**config.mk**
```make
export PLATFORM = sky130hd
export DESIGN_NAME = proj_sorter_drain
export DESIGN_NICKNAME = d
export VERILOG_FILES = /design/src/rtl/proj_sorter_drain.sv
export SDC_FILE = /design/constraint.sdc
export NUM_CORES = 1
export LEC_CHECK = 0
export ABC_AREA = 1
export CORE_ASPECT_RATIO = 0.75
export CORE_MARGIN = 1.5
export CORE_UTILIZATION = 51
export CTS_CLUSTER_SIZE = 24
export DETAILED_ROUTE_END_ITERATION = 16
export GPL_TIMING_DRIVEN = 0
export MAX_ROUTING_LAYER = met4
export PLACE_DENSITY = 0.93
export SYNTH_ARGS = -nofsm -noshare
export SYNTH_HDL_FRONTEND = slang
export SYNTH_SLANG_ARGS = --single-unit
```
**constraint.sdc**
```tcl
create_clock -name in_clk -period 3.8 [get_ports in_clk]
set_input_delay 0.76 -clock in_clk [delete_from_list [all_inputs] [get_ports in_clk]]
set_output_delay 0.76 -clock in_clk [all_outputs]
set_load 0.02 [all_outputs]
```
**src/rtl/proj_sorter_drain.sv**
```systemverilog
// Captures the sorter's top-K index array on request and streams it out one
// index per beat, smallest signature first, over a valid/ready handshake.
package proj_pkg;
  localparam int SORTER_EXTENDER_INDICES_COUNT = 4;
  localparam int INDICE_LEN = 8;
endpackage

module proj_sorter_drain #(
  parameter  int INDICES_COUNT = proj_pkg::SORTER_EXTENDER_INDICES_COUNT,
  parameter  int INDICE_LEN    = proj_pkg::INDICE_LEN,
  localparam int CNT_W         = $clog2(INDICES_COUNT + 1),
  localparam int POS_W         = $clog2(INDICES_COUNT)
) (
  input  logic                                     in_clk,
  input  logic                                     in_rst_n,
  input  logic [INDICES_COUNT-1:0][INDICE_LEN-1:0] in_smallest_idx,
  input  logic [CNT_W-1:0]                         in_count,
  input  logic                                     in_snapshot,
  output logic [INDICE_LEN-1:0]                    out_idx,
  output logic [POS_W-1:0]                         out_pos,
  output logic                                     out_valid,
  input  logic                                     in_ready,
  output logic                                     out_last,
  output logic                                     out_busy,
  output logic                                     out_done,
  output logic                                     out_overrun
);

  // state | meaning
  // IDLE  | waiting for a snapshot request; captures on in_snapshot
  // SEND  | streaming the captured entries, pos = current beat
  typedef enum logic {IDLE, SEND} state_t;

  state_t                                   state, state_nxt;
  logic [INDICES_COUNT-1:0][INDICE_LEN-1:0] snap, snap_nxt;
  logic [CNT_W-1:0]                         cnt, cnt_nxt, count_clamped;
  logic [POS_W-1:0]                         pos, pos_nxt;
  logic                                     done, done_nxt;
  logic                                     overrun, overrun_nxt;
  logic                                     last, xfer;

  assign count_clamped = (in_count > CNT_W'(INDICES_COUNT)) ? CNT_W'(INDICES_COUNT) : in_count;
  // cnt is at least 1 whenever SEND is active, so cnt-1 never wraps there
  assign last = (CNT_W'(pos) == (cnt - CNT_W'(1)));
  assign xfer = (state == SEND) && in_ready;

  always_ff @(posedge in_clk or negedge in_rst_n) begin
    if (!in_rst_n) begin
      state   <= IDLE;
      snap    <= '0;
      cnt     <= '0;
      pos     <= '0;
      done    <= 1'b0;
      overrun <= 1'b0;
    end else begin
      state   <= state_nxt;
      snap    <= snap_nxt;
      cnt     <= cnt_nxt;
      pos     <= pos_nxt;
      done    <= done_nxt;
      overrun <= overrun_nxt;
    end
  end

  always_comb begin
    state_nxt   = state;
    snap_nxt    = snap;
    cnt_nxt     = cnt;
    pos_nxt     = pos;
    done_nxt    = 1'b0;
    overrun_nxt = 1'b0;
    case (state)
      IDLE: begin
        if (in_snapshot) begin
          snap_nxt = in_smallest_idx;
          cnt_nxt  = count_clamped;
          pos_nxt  = '0;
          if (count_clamped == '0) done_nxt  = 1'b1;
          else                     state_nxt = SEND;
        end
      end
      SEND: begin
        overrun_nxt = in_snapshot;
        if (xfer) begin
          if (last) begin
            state_nxt = IDLE;
            pos_nxt   = '0;
            done_nxt  = 1'b1;
          end else begin
            pos_nxt = pos + POS_W'(1);
          end
        end
      end
      default: state_nxt = IDLE;
    endcase
  end

  assign out_valid   = (state == SEND);
  assign out_busy    = (state == SEND);
  assign out_idx     = out_valid ? snap[pos] : '0;
  assign out_pos     = out_valid ? pos : '0;
  assign out_last    = out_valid && last;
  assign out_done    = done;
  assign out_overrun = overrun;

endmodule

```
# After elaboration in Yosys (flattened, before gate mapping)
# Cells that the tools add are included.
# Widths: inputs -> output; s select.
# word_totals
reg_bits	40
latch_bits	0
ramBits	0
rom_bits	0
input_bits	39
out_inout_bits	15
word_cells	42
mem_count	0
# op_classes
add_sub_neg	2
multipliers	0
div	0
order_cmp	2
n_eq_ne	3
shifts	0
n_mux	20
bitwise	1
n_reduce_logical	5
# ops
operator	count
$bmux 8 s2	1
$mux 8	2
$mux 1	9
$mux 2	4
$pmux 1 s2	2
$pmux 2 s2	1
$reduce_and 2->1	2
$eq 2x3->1	1
$gt 3x3->1 const B	1
$logic_not 3->1	1
$lt 2x3->1 const B	1
$mux 3	1
$sub 3x1->3 const B	1
$add 2x1->2 const B	1
$logic_and 1x1->1	2
$ne 2x1->1 const B	1
$ne 2x2->1 const B	1
$not 1->1	1

# Depth between registers and ports, before layout
# Gate-level depths: netlist (run 1).
# depth
depth_word	6
ltp_mapped	8
ltp_nobuf	8

# Least setup slack after synthesis (run 1)
# OpenSTA, ideal clock, no wires.
# synth_timing
kind	reg-to-output
start	register cnt[0]
end	output port out_last
arrival_time_ns	1.228
required_ns	3.040
setup_slack_ns	1.812
stages_incl_launch_ff	8
path_buffers	0
cell_sequence	dfrtp_1 -> inv_1 -> ha_1 -> inv_1 -> nand2_1 -> nand2_1 -> nand3_1 -> nor2_1
# synth_between
elab_chain_len	3
# synth_lines
element	line	text
from (decl)	36	logic [CNT_W-1:0] cnt, cnt_nxt, count_clamped;
from (signal assigned)	58	cnt <= cnt_nxt;
$sub 3x1->3	44	assign last = (CNT_W'(pos) == (cnt - CNT_W'(1)));
$eq 2x3->1	44	
$logic_and 1x1->1	102	assign out_last = out_valid && last;
to (decl)	23	output logic out_last,
# Every way passes these cells.

# Final worst setup path (run 1)
# Ends and elaborated chain as after synthesis.

==> results.json, run 1 <==
{
  "critPathRequiredTime_ns": 3.04,
  "hold_depth": 2,
  "min-delay-start": "snap[30]$_DFFE_PN0P_",
  "port_buffers": 53,
  "cp_num_cells": 8,
  "core_area_sq_mm": 0.003661,
  "path_class": "reg -> out",
  "p_per_area_mw_per_mm2": 833.0,
  "setup-tns-final_ns": 0,
  "path_cells": "inv_1, ha_1, inv_1, nand2_1, nand2_1, nand3_1, nor2_1, clkdlybuf4s50_1",
  "status": "complete, no violations",
  "fillers": 307,
  "n_antenna_cell": 0,
  "synth_area_leaders": "dfrtp_1 51%, nand2_1 22%, nor2_1 7.1%",
  "postRouteAntennaNets": 0,
  "ys_types": 23,
  "clk_pin_slew_ns": 0.07,
  "cts_tree": "yes",
  "yosysWarnings": 0,
  "grt_use_total_pct": 25.53,
  "first_pass_iters": 5,
  "overflow": 0,
  "syn_inst": 254,
  "grt_pass1_wl_um": 7652,
  "startpoint": "cnt[0]$_DFFE_PN0P_",
  "end_kind": "output pin",
  "ys_seq_elements": 40,
  "worst_slack_ns": 0.9466,
  "cts_buffer_depth": 2,
  "die_area_sq_mm": 0.004201,
  "fin_nets": 354,
  "ios": 54,
  "synth_top_area_share_pct": 51.41,
  "setup-violations-final": 0,
  "cp_slowest_cell": "clkdlybuf4s50_1",
  "period_minus_slack_ns": 2.853,
  "finClkSkew_ns": 0.002090,
  "critPathMaxFanout": 3,
  "crit_path_max_incr_delay_ns": 0.61,
  "r2r_start": "cnt[0]$_DFFE_PN0P_",
  "p_leak_nw": 1.333,
  "synth_nets": 294,
  "comb_power_share_pct": 48.6,
  "wire_per_inst_um": 12.63,
  "clock_latency_ns": 0.29,
  "area_growth_pct": 36.95,
  "max_cap_violations": 0,
  "post-cts-setup-buffer-count": 0,
  "vias": 1801,
  "syn_avg_cell_area_sq_um": 7.665,
  "timing.fmax_mhz": 350.5,
  "fin_crit_sh_pct": 75.09,
  "r2r_cells": 8,
  "ctsResizeCount": 0,
  "fp.dieW_um": 74.35,
  "cp-start-kind": "flip-flop",
  "pre_cts_slack_ns": 1.325,
  "cp_top_family": "buffers and inverters",
  "clockRootBuffer": "clkbuf_8",
  "drv_slew": 0,
  "synth_top_cell_by_area": "dfrtp_1",
  "cts_buffers": 5,
  "min_path_type": "reg -> reg",
  "rows": 19,
  "grt_pass1_vias": 1710,
  "die_y_um": 56.51,
  "hpwl_um": 3229,
  "rsz0062_at_grt": "false",
  "pwr-share-seq_pct": 33.2,
  "drt_iter0_drc": 119,
  "hold_buffers": 0,
  "initial_core_util_pct": 53.18,
  "p_sw_mw": 0.8777,
  "clock-sinks": 40,
  "worst_pin_slew_ns": 0.8698,
  "swShare_pct": 39.52,
  "p_int_mw": 1.343,
  "grt_max_degree": 41,
  "path_buf_inv": 3,
  "drive_above_1_share_pct": 8.917,
  "critPathArrivalTime_ns": 2.09,
  "antenna_found_initial": 0,
  "routabilityCongestion": 0.8045,
  "p_clk_share_pct": 18.2,
  "slew_headroom_pct": 42.01,
  "ys_seq_area_share_pct": 51.41,
  "cts_max_level": 2,
  "post-route-drc-count": 0,
  "peakVddDrop_mv": 0.5892,
  "vias_per_cell": 4.921,
  "wirelength_um": 4623,
  "hold_viol": 0,
  "syn-cell-area_sq_mm": 0.001947
}
-- Yosys cell counts --
cell	number
buf_12	1
inv_1	9
clkbuf_4	1
nor2_1	37
buf_8	2
nand2_2	4
a21boi_0	1
nor2_2	1
buf_6	1
nand3_1	3
ha_1	1
buf_2	2
o21ai_1	3
nor3_1	1
a21oi_1	8
inv_2	3
o21ai_0	16
dfrtp_1	40
nand4_1	1
clkinv_1	1
buf_4	5
nand2_1	112
xnor2_1	1
-- metrics by stage --
step	area, sq um	util, %	power [mW]	hold WS [ns]	instances
after detailed placement	2537	69.31	1.801	0.4577	359
after global routing	2666	72.83	2.382	0.5030	366
after global placement	2542	69.45	1.765	0.4488	359
after CTS	2666	72.83	2.218	0.4783	366
final	2666	72.83	2.221	0.4750	366
after floorplan	1947	-	1.391	0.4366	254
-- sequential cells by signal (all words and copies together), names as in the netlist --
register     cells
out_busy         1
cnt              3
pos              2
snap            32
out_done         1
out_overrun      1
-- area by class of cell --
cell class                      instances  area [sq um]  share of cell area, %
Sequential cell                        40          1001                  37.54
Multi-Input combinational cell        189         780.7                  29.28
Timing Repair Buffer                   53         525.5                  19.71
Buffer                                 12         116.4                  4.364
Clock buffer                            5         68.82                  2.581
Tap cell                               52         65.06                  2.440
Clock inverter                          2         60.06                  2.252
Inverter                               13         48.80                  1.830
-- power groups by stage --
stage	registers [mW]	clock network, mW	logic (mW)
after detailed placement	0.741	0	1.06
after floorplan	0.720	0	0.671
after global routing	0.760	0.425	1.20
after CTS	0.735	0.406	1.08
after global placement	0.732	0	1.03
final	0.738	0.404	1.08
-- path summary, 6_finish.rpt --
kind                                    endpoint  slack [ns]
min reg2reg                 snap[30]$_DFFE_PN0P_        0.47
max in group asynchronous     pos[1]$_DFFE_PN0P_        2.68
max reg2reg                   out_busy$_DFF_PN0_        2.47
max                                     out_last        0.95
min in group asynchronous  out_overrun$_DFF_PN0_        0.57
min                         snap[30]$_DFFE_PN0P_        0.47
-- cells in the final DEF (no fill, tap or decap) --
master,synthesis,routed
a21boi_0,1,1
ha_1,1,1
nand2_2,4,4
buf_12,1,1
o21ai_0,16,16
inv_1,9,9
inv_2,3,3
o21ai_1,3,3
buf_8,2,2
a21oi_1,8,8
bufinv_16,0,2
nor2_2,1,1
xnor2_1,1,1
clkinv_1,1,1
buf_2,2,3
buf_6,1,1
dfrtp_1,40,40
nand3_1,3,3
nor2_1,37,37
nor3_1,1,1
nand2_1,112,112
clkbuf_4,1,1
clkdlybuf4s50_1,0,52
clkbuf_8,0,5
buf_4,5,5
nand4_1,1,1
-- tightest hold or removal path, delay by kind of cell, from the launching register on --
| kind | cells | cell delay [ns] |
|---|---|---|
| AND/OR/NAND/NOR | 2 | 0.09 |
| flip-flops | 1 | 0.35 |
-- kinds of logic (layout without fill, tap and decap cells) --
logic type	Yosys count	after routing	share of synthesized area, %
buffers and inverters	25	85	8.483
DFF	40	40	51.41
AOI/OAI and AO/OA	28	28	7.327
and+or+nand+nor	159	159	31.68
xor gates and xnor gates	1	1	0.4500
adders and majority gates	1	1	0.6426
-- routing by layer --
metal	vias up	share of wire [%]	GRT usage [%]	routed length [um]
li1	897	-	-	-
met1	822	44	34.00	2034
met2	75	47	37.88	2194
met3	7	7.3	6.822	338
met4	0	1.2	8.831	55
met5	-	0	-	0
Note: power is estimated with default switching activity, not from simulation.
==> run 2: changes to the inputs <==
CORE_UTILIZATION = 43   (was 51)
PLACE_DENSITY = 0.85   (was 0.93)
clock period = 2.45 ns   (was 3.8 ns; I/O delays follow)
==> run 2 against run 1 <==
- sequential power is 56% higher
- global-route usage fell by 3.3 points
- sequential share of layout area is 0.65 points higher
- worst setup slack got worse by 0.82 ns
- critical path depth fell by 3
- worst hold slack got worse by 0.17 ns
- count of clock-buffer cells in the layout grew 3
- via count is 0.11% lower
- die area grew 18%
- critical path type unchanged
- largest cell class unchanged
- highest routed layer unchanged
==> results.json, run 2 (synthesis results as in run 1) <==
{
  "post-route-util_pct": 62.35,
  "p_total_mw": 3.192,
  "period_minus_slack_ns": 2.327,
  "regMostFlops": "snap",
  "cts_tree": "yes",
  "vias_per_cell": 4.862,
  "path_class": "reg -> out",
  "setup-violations-final": 0,
  "initial_core_util_pct": 46.31,
  "rsz0062_at_grt": "false",
  "r2r_slack_ns": 1.18,
  "p_per_area_mw_per_mm2": 1218,
  "clock_latency_ns": 0.30,
  "post-route-drc-count": 0,
  "fin_cells": 370,
  "finClkSkew_ns": 0.005198,
  "wire_per_inst_um": 12.74,
  "grt_use_total_pct": 22.23,
  "ios": 54,
  "port_buffers": 53,
  "vias": 1799,
  "fin_nets": 354,
  "die_area_sq_mm": 0.004944,
  "postRouteAntennaNets": 0,
  "layout_commonest_cell": "nand2_1",
  "drive_above_1_share_pct": 8.889,
  "core_area_sq_mm": 0.004204,
  "slew_headroom_pct": 41.12,
  "multi_input_area_sq_um": 780.7,
  "worst_pin_slew_ns": 0.8832,
  "p_leak_nw": 1.344,
  "largest_reg_flops": 32,
  "n_antenna_cell": 0,
  "routabilityCongestion": 0.8477,
  "regArea_sq_mm": 0.001001,
  "grt_pass1_wl_um": 7769,
  "r2r_start": "cnt[0]$_DFFE_PN0P_",
  "wirelength_um": 4713,
  "drt_iter0_drc": 73,
  "end_kind": "output pin",
  "setup-tns-final_ns": 0,
  "dpl_cell_area_sq_mm": 0.002541,
  "fillers": 405,
  "clk_pin_slew_ns": 0.08,
  "status": "complete, no violations",
  "grt_max_degree": 41,
  "timing.fmax_mhz": 429.7,
  "layout_common_cells": "112 x nand2_1, 43 x clkdlybuf4s50_1, 40 x dfrtp_1, 37 x nor2_1, 16 x o21ai_0",
  "cts_max_level": 2,
  "r2r_end": "pos[0]$_DFFE_PN0P_",
  "min_path_type": "in -> async",
  "holdWs_ns": 0.3057,
  "hold_buffers": 0,
  "cp-start-kind": "flip-flop",
  "largestRegisters": "snap: 32 flops, cnt: 3 flops, pos: 2 flops",
  "grt_pass1_vias": 1729,
  "fin_crit_sh_pct": 94.98,
  "drv_slew": 0,
  "peakVddDrop_mv": 0.7929,
  "critPathArrivalTime_ns": 1.84,
  "overflow": 0,
  "final_cell_area_sq_mm": 0.002621,
  "r2r_cells": 8,
  "cts_buffers": 5,
  "critPathRequiredTime_ns": 1.96,
  "cts_buffer_depth": 2,
  "rows": 20,
  "pre_cts_slack_ns": 0.2185,
  "hpwl_um": 3427,
  "die_y_um": 61.27,
  "clockRootBuffer": "clkbuf_8",
  "hold_viol": 0,
  "fp.dieW_um": 80.70,
  "area_growth_pct": 34.64,
  "antenna_found_initial": 0,
  "dp_cells": 362,
  "critPathMaxFanout": 10,
  "max_cap_violations": 0,
  "worst_slack_ns": 0.1230,
  "first_pass_iters": 4,
  "clock-sinks": 40
}
run 2: layer usage:
layer / global-route usage, % / share of wire, % / wire (um) / up-vias
li1: - / - / - / 895
met1: 27.76 / 47 / 2200 / 838
met2: 35.89 / 46 / 2153 / 59
met3: 5.333 / 6.3 / 297 / 7
met4: 7.882 / 1.3 / 62 / 0
met5: - / 0 / 0 / -
run 2: timing repair:
action	4_1_cts	5_1_grt
setup endpoints to repair	9	0
endpoints found under the hold margin	0	0
gates resized for setup	10	0
setup buffers	0	0
run 2: critical path: stages, from the launching register on:
cell	delay (ns)
dfrtp_1	0.41
inv_2	0.15
buf_2	0.26
o21ai_0	0.17
a21oi_1	0.18
dlygate4sd2_1	0.36
run 2: worst max path at each step:
stage | startpoint | endpoint | depth (start not counted) | slack [ns]
after floorplan | cnt[0]$_DFFE_PN0P_ | out_last | 7 | 0.73
after global placement | in_rst_n | snap[7]$_DFFE_PN0P_ | 1 | 0.003
after detailed placement | cnt[0]$_DFFE_PN0P_ | out_last | 8 | 0.22
after CTS | cnt[0]$_DFFE_PN0P_ | out_last | 8 | 0.18
after global routing | cnt[0]$_DFFE_PN0P_ | out_last | 8 | 0.04
final | pos[0]$_DFFE_PN0P_ | out_idx[4] | 5 | 0.12
run 2: cell type report:
class                           count  share of cell area (%)
Buffer                             12                   4.439
Tap cell                           55                   2.625
Timing Repair Buffer               53                   19.62
Multi-Input combinational cell    189                   29.79
Clock buffer                        8                   3.437
Inverter                           13                   1.909
Sequential cell                    40                   38.19
run 2: where the power goes:
part | internal [mW] | switching (mW)
Sequential | 0.960 | 0.188
Combinational | 0.636 | 0.949
Clock | 0.230 | 0.230
